==> config.mk <==
export PLATFORM = sky130hd
export DESIGN_NAME = dcache_axi_arbiter
export DESIGN_NICKNAME = d
export VERILOG_FILES = /design/src/rtl/dcache_axi_arbiter.sv
export SDC_FILE = /design/constraint.sdc
export NUM_CORES = 1
export LEC_CHECK = 0
export ABC_AREA = 1
export BUFFER_PORTS_ARGS = -buffer_cell sky130_fd_sc_hd__buf_4
export CAP_MARGIN = 10
export CORE_AREA = 2 2 319 321
export DETAILED_ROUTE_END_ITERATION = 16
export DIE_AREA = 0 0 321 323
export PLACE_DENSITY = 0.34
export SLEW_MARGIN = 10
export SYNTH_ARGS = -nofsm -noshare
export SYNTH_HDL_FRONTEND = slang
export SYNTH_SLANG_ARGS = --single-unit
==> constraint.sdc <==
create_clock -name clk -period 1.9 [get_ports clk]
set_input_delay 0.38 -clock clk [delete_from_list [all_inputs] [get_ports clk]]
set_output_delay 0.38 -clock clk [all_outputs]
set_load 0.02 [all_outputs]
==> src/rtl/dcache_axi_arbiter.sv <==
// Arbitrates NUM_PORTS dcache requesters onto the single-outstanding AXI dcache master.
// Define DCACHE_ARB_RR_EN for round-robin selection; otherwise the lowest index wins.
`timescale 1ns/1ps
module dcache_axi_arbiter #(
  parameter int NUM_PORTS  = 2,
  parameter int ADDR_WIDTH = 32,
  parameter int DATA_WIDTH = 128
) (
  input  logic                              clk,
  input  logic                              rst,
  input  logic [NUM_PORTS-1:0]              req_valid,
  input  logic [NUM_PORTS-1:0]              req_we,
  input  logic [NUM_PORTS-1:0]              req_uncached,
  input  logic [NUM_PORTS*ADDR_WIDTH-1:0]   req_addr,
  input  logic [NUM_PORTS*3-1:0]            req_size,
  input  logic [NUM_PORTS*DATA_WIDTH-1:0]   req_wdata,
  input  logic [NUM_PORTS*DATA_WIDTH/8-1:0] req_wstrb,
  output logic [NUM_PORTS-1:0]              req_accept,
  output logic [NUM_PORTS-1:0]              resp_valid,
  output logic [DATA_WIDTH-1:0]             resp_rdata,
  output logic                              mst_new_request,
  output logic                              mst_we,
  output logic                              mst_uncached,
  output logic [ADDR_WIDTH-1:0]             mst_addr,
  output logic [2:0]                        mst_size,
  output logic [DATA_WIDTH-1:0]             mst_wdata,
  output logic [DATA_WIDTH/8-1:0]           mst_wstrb,
  input  logic                              mst_ready,
  input  logic                              mst_rvalid,
  input  logic                              mst_wvalid,
  input  logic [DATA_WIDTH-1:0]             mst_rdata
);

  localparam int IDW    = $clog2(NUM_PORTS);
  localparam int CW     = IDW + 1;
  localparam int STRB_W = DATA_WIDTH / 8;

  localparam logic [0:0] ST_IDLE = 1'b0;
  localparam logic [0:0] ST_WAIT = 1'b1;

  logic [0:0]            state_r;
  logic [IDW-1:0]        gnt_id_r;
  logic                  gnt_we_r;
  logic [IDW-1:0]        sel_s;
  logic                  issue_s;
  logic                  done_s;

  logic                  we_r;
  logic                  uncached_r;
  logic [ADDR_WIDTH-1:0] addr_r;
  logic [2:0]            size_r;
  logic [DATA_WIDTH-1:0] wdata_r;
  logic [STRB_W-1:0]     wstrb_r;

  // rst gates both strobes so nothing leaks out while the synchronous reset is pending
  assign issue_s = !rst && (state_r == ST_IDLE) && (|req_valid) && mst_ready;
  assign done_s  = !rst && (state_r == ST_WAIT) && (gnt_we_r ? mst_wvalid : mst_rvalid);

`ifdef DCACHE_ARB_RR_EN
  logic [IDW-1:0] rr_ptr_r;

  // round-robin pick: first valid port scanning upward from rr_ptr_r with wrap
  always_comb begin : rr_select
    logic [CW-1:0] cand_v;
    logic          found_v;
    sel_s   = '0;
    found_v = 1'b0;
    cand_v  = '0;
    for (int i = 0; i < NUM_PORTS; i++) begin
      cand_v = {1'b0, rr_ptr_r} + CW'(i);
      if (cand_v >= CW'(NUM_PORTS)) begin
        cand_v = cand_v - CW'(NUM_PORTS);
      end else begin
        cand_v = cand_v;
      end
      if (!found_v && req_valid[cand_v[IDW-1:0]]) begin
        found_v = 1'b1;
        sel_s   = cand_v[IDW-1:0];
      end else begin
        found_v = found_v;
      end
    end
  end

  // pointer moves just past the port that was granted
  always_ff @(posedge clk) begin
    if (rst) begin
      rr_ptr_r <= '0;
    end else if (issue_s) begin
      rr_ptr_r <= (sel_s == IDW'(NUM_PORTS - 1)) ? '0 : sel_s + IDW'(1);
    end
  end
`else
  // fixed priority: scan downward so the lowest valid index is the last write
  always_comb begin
    sel_s = '0;
    for (int i = NUM_PORTS - 1; i >= 0; i--) begin
      if (req_valid[i]) begin
        sel_s = IDW'(i);
      end else begin
        sel_s = sel_s;
      end
    end
  end
`endif

  // grant FSM plus hold registers for the last issued master fields
  always_ff @(posedge clk) begin
    if (rst) begin
      state_r    <= ST_IDLE;
      gnt_id_r   <= '0;
      gnt_we_r   <= 1'b0;
      we_r       <= 1'b0;
      uncached_r <= 1'b0;
      addr_r     <= '0;
      size_r     <= 3'd0;
      wdata_r    <= '0;
      wstrb_r    <= '0;
    end else begin
      case (state_r)
        ST_IDLE: begin
          if (issue_s) begin
            state_r  <= ST_WAIT;
            gnt_id_r <= sel_s;
            gnt_we_r <= req_we[sel_s];
          end
        end
        ST_WAIT: begin
          if (done_s) begin
            state_r <= ST_IDLE;
          end
        end
        default: state_r <= ST_IDLE;
      endcase
      if (issue_s) begin
        we_r       <= req_we[sel_s];
        uncached_r <= req_uncached[sel_s];
        addr_r     <= req_addr[sel_s*ADDR_WIDTH +: ADDR_WIDTH];
        size_r     <= req_size[sel_s*3 +: 3];
        wdata_r    <= req_wdata[sel_s*DATA_WIDTH +: DATA_WIDTH];
        wstrb_r    <= req_wstrb[sel_s*STRB_W +: STRB_W];
      end
    end
  end

  // same-cycle issue/response strobes; master fields bypass the hold registers on issue
  always_comb begin
    req_accept      = '0;
    resp_valid      = '0;
    for (int p = 0; p < NUM_PORTS; p++) begin
      req_accept[p] = issue_s && (sel_s == IDW'(p));
      resp_valid[p] = done_s && (gnt_id_r == IDW'(p));
    end
    resp_rdata      = done_s ? mst_rdata : '0;
    mst_new_request = issue_s;
    if (issue_s) begin
      mst_we       = req_we[sel_s];
      mst_uncached = req_uncached[sel_s];
      mst_addr     = req_addr[sel_s*ADDR_WIDTH +: ADDR_WIDTH];
      mst_size     = req_size[sel_s*3 +: 3];
      mst_wdata    = req_wdata[sel_s*DATA_WIDTH +: DATA_WIDTH];
      mst_wstrb    = req_wstrb[sel_s*STRB_W +: STRB_W];
    end else begin
      mst_we       = we_r;
      mst_uncached = uncached_r;
      mst_addr     = addr_r;
      mst_size     = size_r;
      mst_wdata    = wdata_r;
      mst_wstrb    = wstrb_r;
    end
  end

endmodule
==> results.json, run 1 <==
{
  "status": "complete, but fails checks",
  "violations": "negative setup slack",
  "cp_num_buf_inv": 12,
  "grtUsageTotal_pct": 14.9,
  "syn_nets": 3065,
  "hp-class": "input pin to register",
  "synth_cell_types": 14,
  "cp_common_cell": "buf_4",
  "gp_congestion": 0.831,
  "cts_sinks": 184,
  "grt_first_pass_wirelength_um": 111000,
  "grt_pass1_vias": 17000,
  "coreArea_sq_um": 101000,
  "post-route-min-period_ns": 2.50,
  "cp-end-kind": "register",
  "drtAntennaViolNets": 0,
  "maxCapViolCount": 0,
  "cp_top_family": "buffers and inverters",
  "skew_ns": 0.0171,
  "setup_viol": 334,
  "post-route-period-util_pct": 131,
  "ys_seq_area_share_pct": 28.8,
  "layout_common_cells": "buf_4, nand2_1, inv_1",
  "start_kind": "register",
  "fin_util_pct": 26.7,
  "ys_warn_count": 0,
  "htreeDepth": 4,
  "syn_inst": 2568,
  "ir_drop_uv": 714,
  "drtPass1Iterations": 4,
  "hold_viol": 0,
  "cts_tree": "yes",
  "dieArea_sq_um": 104000,
  "power.density_nw_per_um2": 561,
  "ios": 811,
  "die_h_um": 323,
  "syn_area_sq_um": 12800,
  "fmax_mhz": 401,
  "crit_chain": "nor2_4, buf_6, nand3_4, buf_12, buf_12, nand2_2, nand2_4, buf_4, buf_4, buf_4, buf_4, buf_4, buf_4, buf_4, buf_4, buf_4, nor2_1",
  "worst_pin_slew_ns": 0.737,
  "avgSynthCellArea_sq_um": 4.98,
  "nets": 4239,
  "multi_input_area_sq_um": 6800,
  "grt_max_degree": 104,
  "cts_hold_buf": 0,
  "slew_headroom_pct": 50.9,
  "fillCellCount": 11700,
  "overflow": 0,
  "vias": 17700,
  "cts_buffer_depth": 2,
  "wl_per_cell_um": 16.0,
  "ys_seq_elements": 184,
  "totalWireLength_um": 81200,
  "first_iter_violations": 496,
  "layout-drive-gt1-share_pct": 45.5,
  "layout_commonest_cell": "buf_4",
  "stdcell_area_sq_um": 26900,
  "die_w_um": 321,
  "ff2ff_setup_slack_ns": -0.60,
  "cp_max_fo": 20,
  "maxSlewViolCount": 0,
  "numCtsBuffers": 17,
  "vias_per_cell": 3.48,
  "register_area_sq_um": 3680,
  "cp_slowest_stage_delay_ns": 0.34,
  "dpl.hpwl_um": 63000,
  "worstSkewPairLatency_ns": 0.52,
  "crit_required_ns": 2.34,
  "p_leak_uw": 0.0172,
  "rows": 117,
  "root_buffer": "clkbuf_16",
  "path_class": "register to register",
  "cp.arrival_ns": 2.94,
  "cp_slowest_cell": "dfxtp_2",
  "drc": 0,
  "port_buffers": 810,
  "clk_pin_slew_ns": 0.08,
  "start_util_pct": 12.7,
  "rsz0062_at_grt": "yes",
  "syn_to_final_growth_pct": 110,
  "dpl_cell_area_sq_um": 22200,
  "worst_slack_ns": -0.595,
  "antenna_found_initial": 9
}
tightest hold or removal path: cells and delay by family:
kind	cells	cell delay, ns
buf+inv	2	0.22
simple gates	3	0.13
stage by stage:
| step | worst slack, ns | setup TNS, ns | std cells | total power, uW | hold WS, ns |
|---|---|---|---|---|---|
| finish | -0.595 | -151.61 | 5068 | 15100 | 0.271 |
| global route | -0.711 | -203.13 | 5064 | 16100 | 0.260 |
| CTS | -0.694 | -197.72 | 5032 | 14700 | 0.211 |
| detailed placement | -0.492 | -73.09 | 4814 | 9680 | 0.477 |
| global placement | -0.463 | -70.54 | 4814 | 9700 | 0.473 |
| floorplan | 0.0998 | 0 | 2568 | 6590 | 0.453 |
synthesized netlist by cell type, drive strengths merged:
library cell  instances  area, sq um
nand2              1094         4110
a21oi                 3         15.0
nand3                 2         15.0
clkbuf               37          139
nor2                315         1190
inv                 855         3210
dfxtp               184         3680
buf                  77          415
o211ai                1         7.51
final timing paths:
path	end	cells past startpoint	startpoint
max	addr_r[19]$_SDFF_PP0_	17	state_r$_SDFF_PP0_
min	state_r$_SDFF_PP0_	5	rst
max reg2reg	addr_r[19]$_SDFF_PP0_	17	state_r$_SDFF_PP0_
min reg2reg	gnt_we_r$_SDFFE_PP0P_	2	gnt_we_r$_SDFFE_PP0P_
flip-flops by register name, summed over array words and instances (netlist names):
| register | flops |
|---|---|
| state_r | 1 |
| gnt_id_r | 1 |
| uncached_r | 1 |
| gnt_we_r | 1 |
| we_r | 1 |
| size_r | 3 |
| wdata_r | 128 |
| addr_r | 32 |
| wstrb_r | 16 |
routing by layer:
| layer | routed length [um] | GRT usage [%] |
|---|---|---|
| met4 | 2050 | 4.52 |
| met1 | 29500 | 15.0 |
| met2 | 43500 | 28.6 |
| met5 | 41 | 0 |
| met3 | 6150 | 5.01 |
cell type report:
cell class | instances | share of cell area [%]
timing repair buffer | 1269 | 40.6
multi-input combinational | 1415 | 25.3
sequential | 184 | 13.7
inverter | 855 | 12.0
tap | 1309 | 6.10
clock buffer | 17 | 1.58
clock inverter | 15 | 0.652
antenna | 4 | 0.0373
kinds of logic (layout without fill, tap and decap cells):
family	count (synthesis)	after routing	synth area share, %
and+or+nand+nor	1411	1411	41.6
buffers and inverters	969	2156	29.4
DFF	184	184	28.8
AOI/OAI and AO/OA	4	4	0.176
other	0	4	0
power by group:
group          internal [uW]  switching, uW
logic                   3480           3480
registers               4130           65.6
clock network           1890           2020
total                   9500           5570
what timing repair did:
action                                  in CTS  in global routing
endpoints found under the setup margin     314                334
resized for setup                          253                498
cloned                                       7                 10
pin swaps                                   35                 81
endpoints found under the hold margin        0                  0
buffers inserted                           179                 29
(Power assumes the default switching activity.)
==> run 2: changes to the inputs <==
clock period = 2.81 ns   (was 1.9 ns; I/O delays follow)
==> results.json, run 2 (synthesized netlist as in run 1, its figures left out) <==
{
  "wl_per_cell_um": 16.0,
  "rsz0062_at_grt": "yes",
  "start_kind": "register",
  "power.density_nw_per_um2": 408,
  "layout-drive-gt1-share_pct": 27.7,
  "largest_reg_flops": 128,
  "cts_sinks": 184,
  "setup_viol": 0,
  "grt_pass1_vias": 15500,
  "first_iter_violations": 611,
  "hp-class": "input pin to register",
  "hold_slack_ns": 0.345,
  "gp_congestion": 0.838,
  "antenna_found_initial": 5,
  "reg.largest.list": "wdata_r (128), addr_r (32), wstrb_r (16)",
  "cp_top_family": "simple AND/OR/NAND/NOR gates",
  "numCtsBuffers": 17,
  "grtUsageTotal_pct": 14.0,
  "cp.arrival_ns": 2.13,
  "place_ws_ns": 0.0271,
  "htreeDepth": 4,
  "layout_common_cells": "nand2_1, inv_1, buf_4",
  "post-route-period-util_pct": 95.8,
  "crit_required_ns": 2.25,
  "ios": 811,
  "cts_tree": "yes",
  "port_buffers": 810,
  "fin_util_pct": 21.5,
  "cp_max_fo": 29,
  "slew_headroom_pct": 41.7,
  "drtAntennaViolNets": 0,
  "skew_ns": 0.0164,
  "dpl_cell_area_sq_um": 20700,
  "drtPass1Iterations": 4,
  "root_buffer": "clkbuf_16",
  "p_switching_uw": 3340,
  "dp.cells": 4635,
  "top_register": "wdata_r",
  "drc": 0,
  "start_util_pct": 12.7,
  "rows": 117,
  "cp_slowest_stage_delay_ns": 0.44,
  "dpl.hpwl_um": 60700,
  "coreArea_sq_um": 101000,
  "p_int_uw": 5480,
  "overflow": 0,
  "die_w_um": 321,
  "dieArea_sq_um": 104000,
  "maxCapViolCount": 0,
  "worst_slack_ns": 0.119,
  "totalWireLength_um": 74900,
  "hold_viol": 0,
  "vias_per_cell": 3.39,
  "cp_slowest_cell": "nor2_1",
  "vias": 15900,
  "layout_commonest_cell": "nand2_1",
  "grt_max_degree": 114,
  "cts_hold_buf": 0,
  "maxSlewViolCount": 0,
  "crit_chain": "inv_2, nor2_1, o211ai_1, buf_12, nor2_1, buf_4",
  "path_class": "register to output pin",
  "instances_no_fill": 4678,
  "clk_pin_slew_ns": 0.08,
  "cp_num_buf_inv": 3,
  "worstSkewPairLatency_ns": 0.52,
  "p_leak_uw": 0.0145,
  "syn_to_final_growth_pct": 69.1,
  "grt_first_pass_wirelength_um": 105000,
  "power_frac_seq_pct": 32.2,
  "ff2ff_setup_slack_ns": 0.82,
  "ir_drop_uv": 501,
  "combPwrFrac_pct": 36.9,
  "worst_pin_slew_ns": 0.874,
  "fmax_mhz": 372,
  "cts_buffer_depth": 2,
  "clock_power_share_pct": 30.9,
  "stdcell_area_sq_um": 21600,
  "status": "finished clean",
  "die_h_um": 323,
  "post-route-min-period_ns": 2.69,
  "switching_share_pct": 37.8,
  "nets": 3851,
  "cp-end-kind": "output pin",
  "cp_common_cell": "nor2_1"
}
-- run 2: cell type report --
type / count / area (sq um)
clock inverters: 15 / 198
diodes: 2 / 5.00
multi-input cells: 1415 / 5400
well taps: 1309 / 1640
repair buffers: 881 / 7060
flip-flops and latches: 184 / 3680
fillers: 12000 / 79100
inverters: 855 / 3210
clock buffers: 17 / 425
-- run 2: metrics by stage --
step                      power (uW)   TNS, ns
after floorplan                 4460         0
after global placement          6190         0
after detailed placement        6170         0
after CTS                       9080         0
after global routing            9430  -0.00133
final                           8820         0
-- run 2: worst paths after layout --
check,from,end,cells past startpoint
setup / recovery,state_r$_SDFF_PP0_,resp_rdata[120],6
hold / removal,rst,state_r$_SDFF_PP0_,4
setup reg to reg,state_r$_SDFF_PP0_,gnt_id_r$_SDFFE_PP0P_,7
hold reg to reg,we_r$_SDFF_PP0_,we_r$_SDFF_PP0_,2
-- run 2: power by group through the flow --
stage          combinational (uW)  sequential (uW)  clock, uW
3_5_place_dp                 3280             2900          0
5_1_grt                      3620             2860       2950
3_3_place_gp                 3290             2890          0
6_report                     3260             2840       2730
2_1_floorplan                1570             2890          0
4_1_cts                      3350             2840       2900
-- run 2: worst register-to-register path: stages (launching register included) --
cell and delay [ns]:
dfxtp_2 0.36, nor2_4 0.06, buf_4 0.14, nand3_4 0.10, buf_12 0.21, buf_4 0.23, nand2_1 0.20, a21oi_1 0.52
-- run 2: layer usage --
metal | vias up | part of all wire [%] | wire length [um] | track usage (%)
li1 | 8374 | - | - | -
met1 | 6956 | 37 | 27500 | 14.3
met2 | 484 | 52 | 39200 | 26.6
met3 | 54 | 8.0 | 6020 | 4.90
met4 | 0 | 2.8 | 2100 | 4.35
met5 | - | 0 | 0 | 0
-- run 2: repair_timing --
action,in CTS,in global routing
pin swaps,2,2
gates resized for setup,11,7
cloned,4,1
buffers inserted,5,0
endpoints found under the setup margin,167,31
==> run 3: changes to the inputs <==
clock period = 2.6 ns   (was 2.81 ns; I/O delays follow)
==> results.json, run 3 (synthesized netlist as in run 1, its figures left out) <==
{
  "die_h_um": 323,
  "grt_max_degree": 141,
  "hold_end": "state_r$_SDFF_PP0_",
  "totalWireLength_um": 81900,
  "layout_common_cells": "nand2_1, buf_4, inv_1",
  "rr_endpoint": "addr_r[1]$_SDFF_PP0_",
  "cp_slowest_cell": "dfxtp_2",
  "violations": "negative setup slack",
  "crit_required_ns": 3.04,
  "cp-end-kind": "register",
  "maxCapViolCount": 0,
  "status": "complete, but fails checks",
  "hold_viol": 0,
  "grt_first_pass_wirelength_um": 110000,
  "start_util_pct": 12.7,
  "worstSkewPairLatency_ns": 0.51,
  "cts_tree": "yes",
  "worstHoldStart": "rst",
  "cp_max_fo": 9,
  "skew_ns": 0.0143,
  "drtAntennaViolNets": 0,
  "grtUsageTotal_pct": 14.8,
  "root_buffer": "clkbuf_16",
  "power.density_nw_per_um2": 418,
  "ios": 811,
  "slew_headroom_pct": 28.8,
  "cts_sinks": 184,
  "layout-drive-gt1-share_pct": 40.0,
  "start_kind": "register",
  "worst_slack_ns": -0.0532,
  "drc": 0,
  "dpl.hpwl_um": 62100,
  "overflow": 0,
  "fmax_mhz": 377,
  "top_register": "wdata_r",
  "die_w_um": 321,
  "numCtsBuffers": 17,
  "cp_slowest_stage_delay_ns": 0.34,
  "timing.hold.worst_path_depth": 4,
  "drtPass1Iterations": 6,
  "port_buffers": 810,
  "worst-r2r-cell-count": 19,
  "ir_drop_uv": 518,
  "cp_common_cell": "buf_4",
  "antenna_found_initial": 9,
  "cts_buffer_depth": 2,
  "first_iter_violations": 490,
  "htreeDepth": 4,
  "vias_per_cell": 3.49,
  "setup_viol": 22,
  "rsz0062_at_grt": "yes",
  "hp-class": "input pin to register",
  "post-route-min-period_ns": 2.65,
  "layout_commonest_cell": "nand2_1",
  "cp_top_family": "buffers and inverters",
  "crit_chain": "nor2_4, buf_6, buf_6, nand3_4, buf_12, buf_16, nand2_2, nand2_2, buf_4, buf_4, buf_4, buf_4, buf_4, buf_4, buf_4, buf_4, buf_4, buf_4, nor2_2",
  "r2r_start": "state_r$_SDFF_PP0_",
  "vias": 17200,
  "cts_hold_buf": 0,
  "hold_slack_ns": 0.312,
  "ff2ff_setup_slack_ns": -0.05,
  "dpl_cell_area_sq_um": 21600,
  "worst_pin_slew_ns": 1.07,
  "rows": 117,
  "largest_reg_flops": 128,
  "syn_to_final_growth_pct": 97.8,
  "post-route-period-util_pct": 102,
  "coreArea_sq_um": 101000,
  "p_leak_uw": 0.0162,
  "cp.arrival_ns": 3.09,
  "gp_congestion": 0.845,
  "reg.largest.list": "wdata_r (128), addr_r (32), wstrb_r (16)",
  "nets": 4098,
  "grt_pass1_vias": 16800,
  "cp_num_buf_inv": 14,
  "wl_per_cell_um": 16.6,
  "place_ws_ns": -0.0785,
  "path_class": "register to register",
  "stdcell_area_sq_um": 25300,
  "maxSlewViolCount": 0,
  "dieArea_sq_um": 104000,
  "clk_pin_slew_ns": 0.08
}
## run 3: changes by cell type in the layout (fill, tap and decap cells not counted), sizes merged
cell / change
buf: +236
bufbuf: -3
clkbuf: +15
clkinv: -2
clkinvlp: +1
diode: +1
## run 3: final cells by class
type                       instances  area [sq um]
multi-input combinational       1415          6160
inverter                         855          3210
clock inverter                    14           131
tap                             1309          1640
clock buffer                      18           439
timing repair buffer            1128         10000
sequential                       184          3680
fill                           11800         75400
antenna                            3          7.51
## run 3: through the flow
stage          util [%]  cells  setup TNS [ns]  power (uW)
6_report           25.1   4926          -0.348       10600
3_3_place_gp       21.4   4744         -0.0791        6950
5_1_grt            25.1   4924          -24.18       11300
2_1_floorplan         -   2568               0        4820
4_1_cts            23.8   4883          -15.20       10400
3_5_place_dp       21.4   4744         -0.0785        6940
## run 3: worst max path at each step
| stage | start | to | slack (ns) | cells past startpoint |
|---|---|---|---|---|
| after floorplan | rst | resp_rdata[100] | 0.52 | 6 |
| after global placement | req_valid[0] | mst_wstrb[13] | -0.08 | 10 |
| after detailed placement | req_valid[0] | mst_wstrb[13] | -0.08 | 10 |
| after CTS | state_r$_SDFF_PP0_ | mst_wdata[67] | -0.15 | 12 |
| after global routing | state_r$_SDFF_PP0_ | mst_wdata[127] | -0.17 | 11 |
| final | state_r$_SDFF_PP0_ | addr_r[1]$_SDFF_PP0_ | -0.05 | 19 |
## run 3: timing repair
item | 4_1_cts | 5_1_grt
setup endpoints to repair | 172 | 273
gates cloned | 10 | 17
gates resized for setup | 238 | 307
pin swaps | 36 | 49
setup buffers | 97 | 29
## run 3: metal layers
metal	GRT usage [%]	routed length, um
met1	14.9	29700
met2	27.8	42900
met3	4.83	6340
met4	5.98	2860
met5	0	41
## run 3: where the power goes
| part | leakage, uW | internal [uW] | switching [uW] |
|---|---|---|---|
| Clock | 0.000283 | 1370 | 1440 |
| Sequential | 0.00151 | 3020 | 47.4 |
| Combinational | 0.0144 | 2290 | 2400 |
## run 3: tightest hold or removal path, delay by kind of cell
kind	cells	cell delay (ns)
buf+inv	1	0.09
simple gates	3	0.15
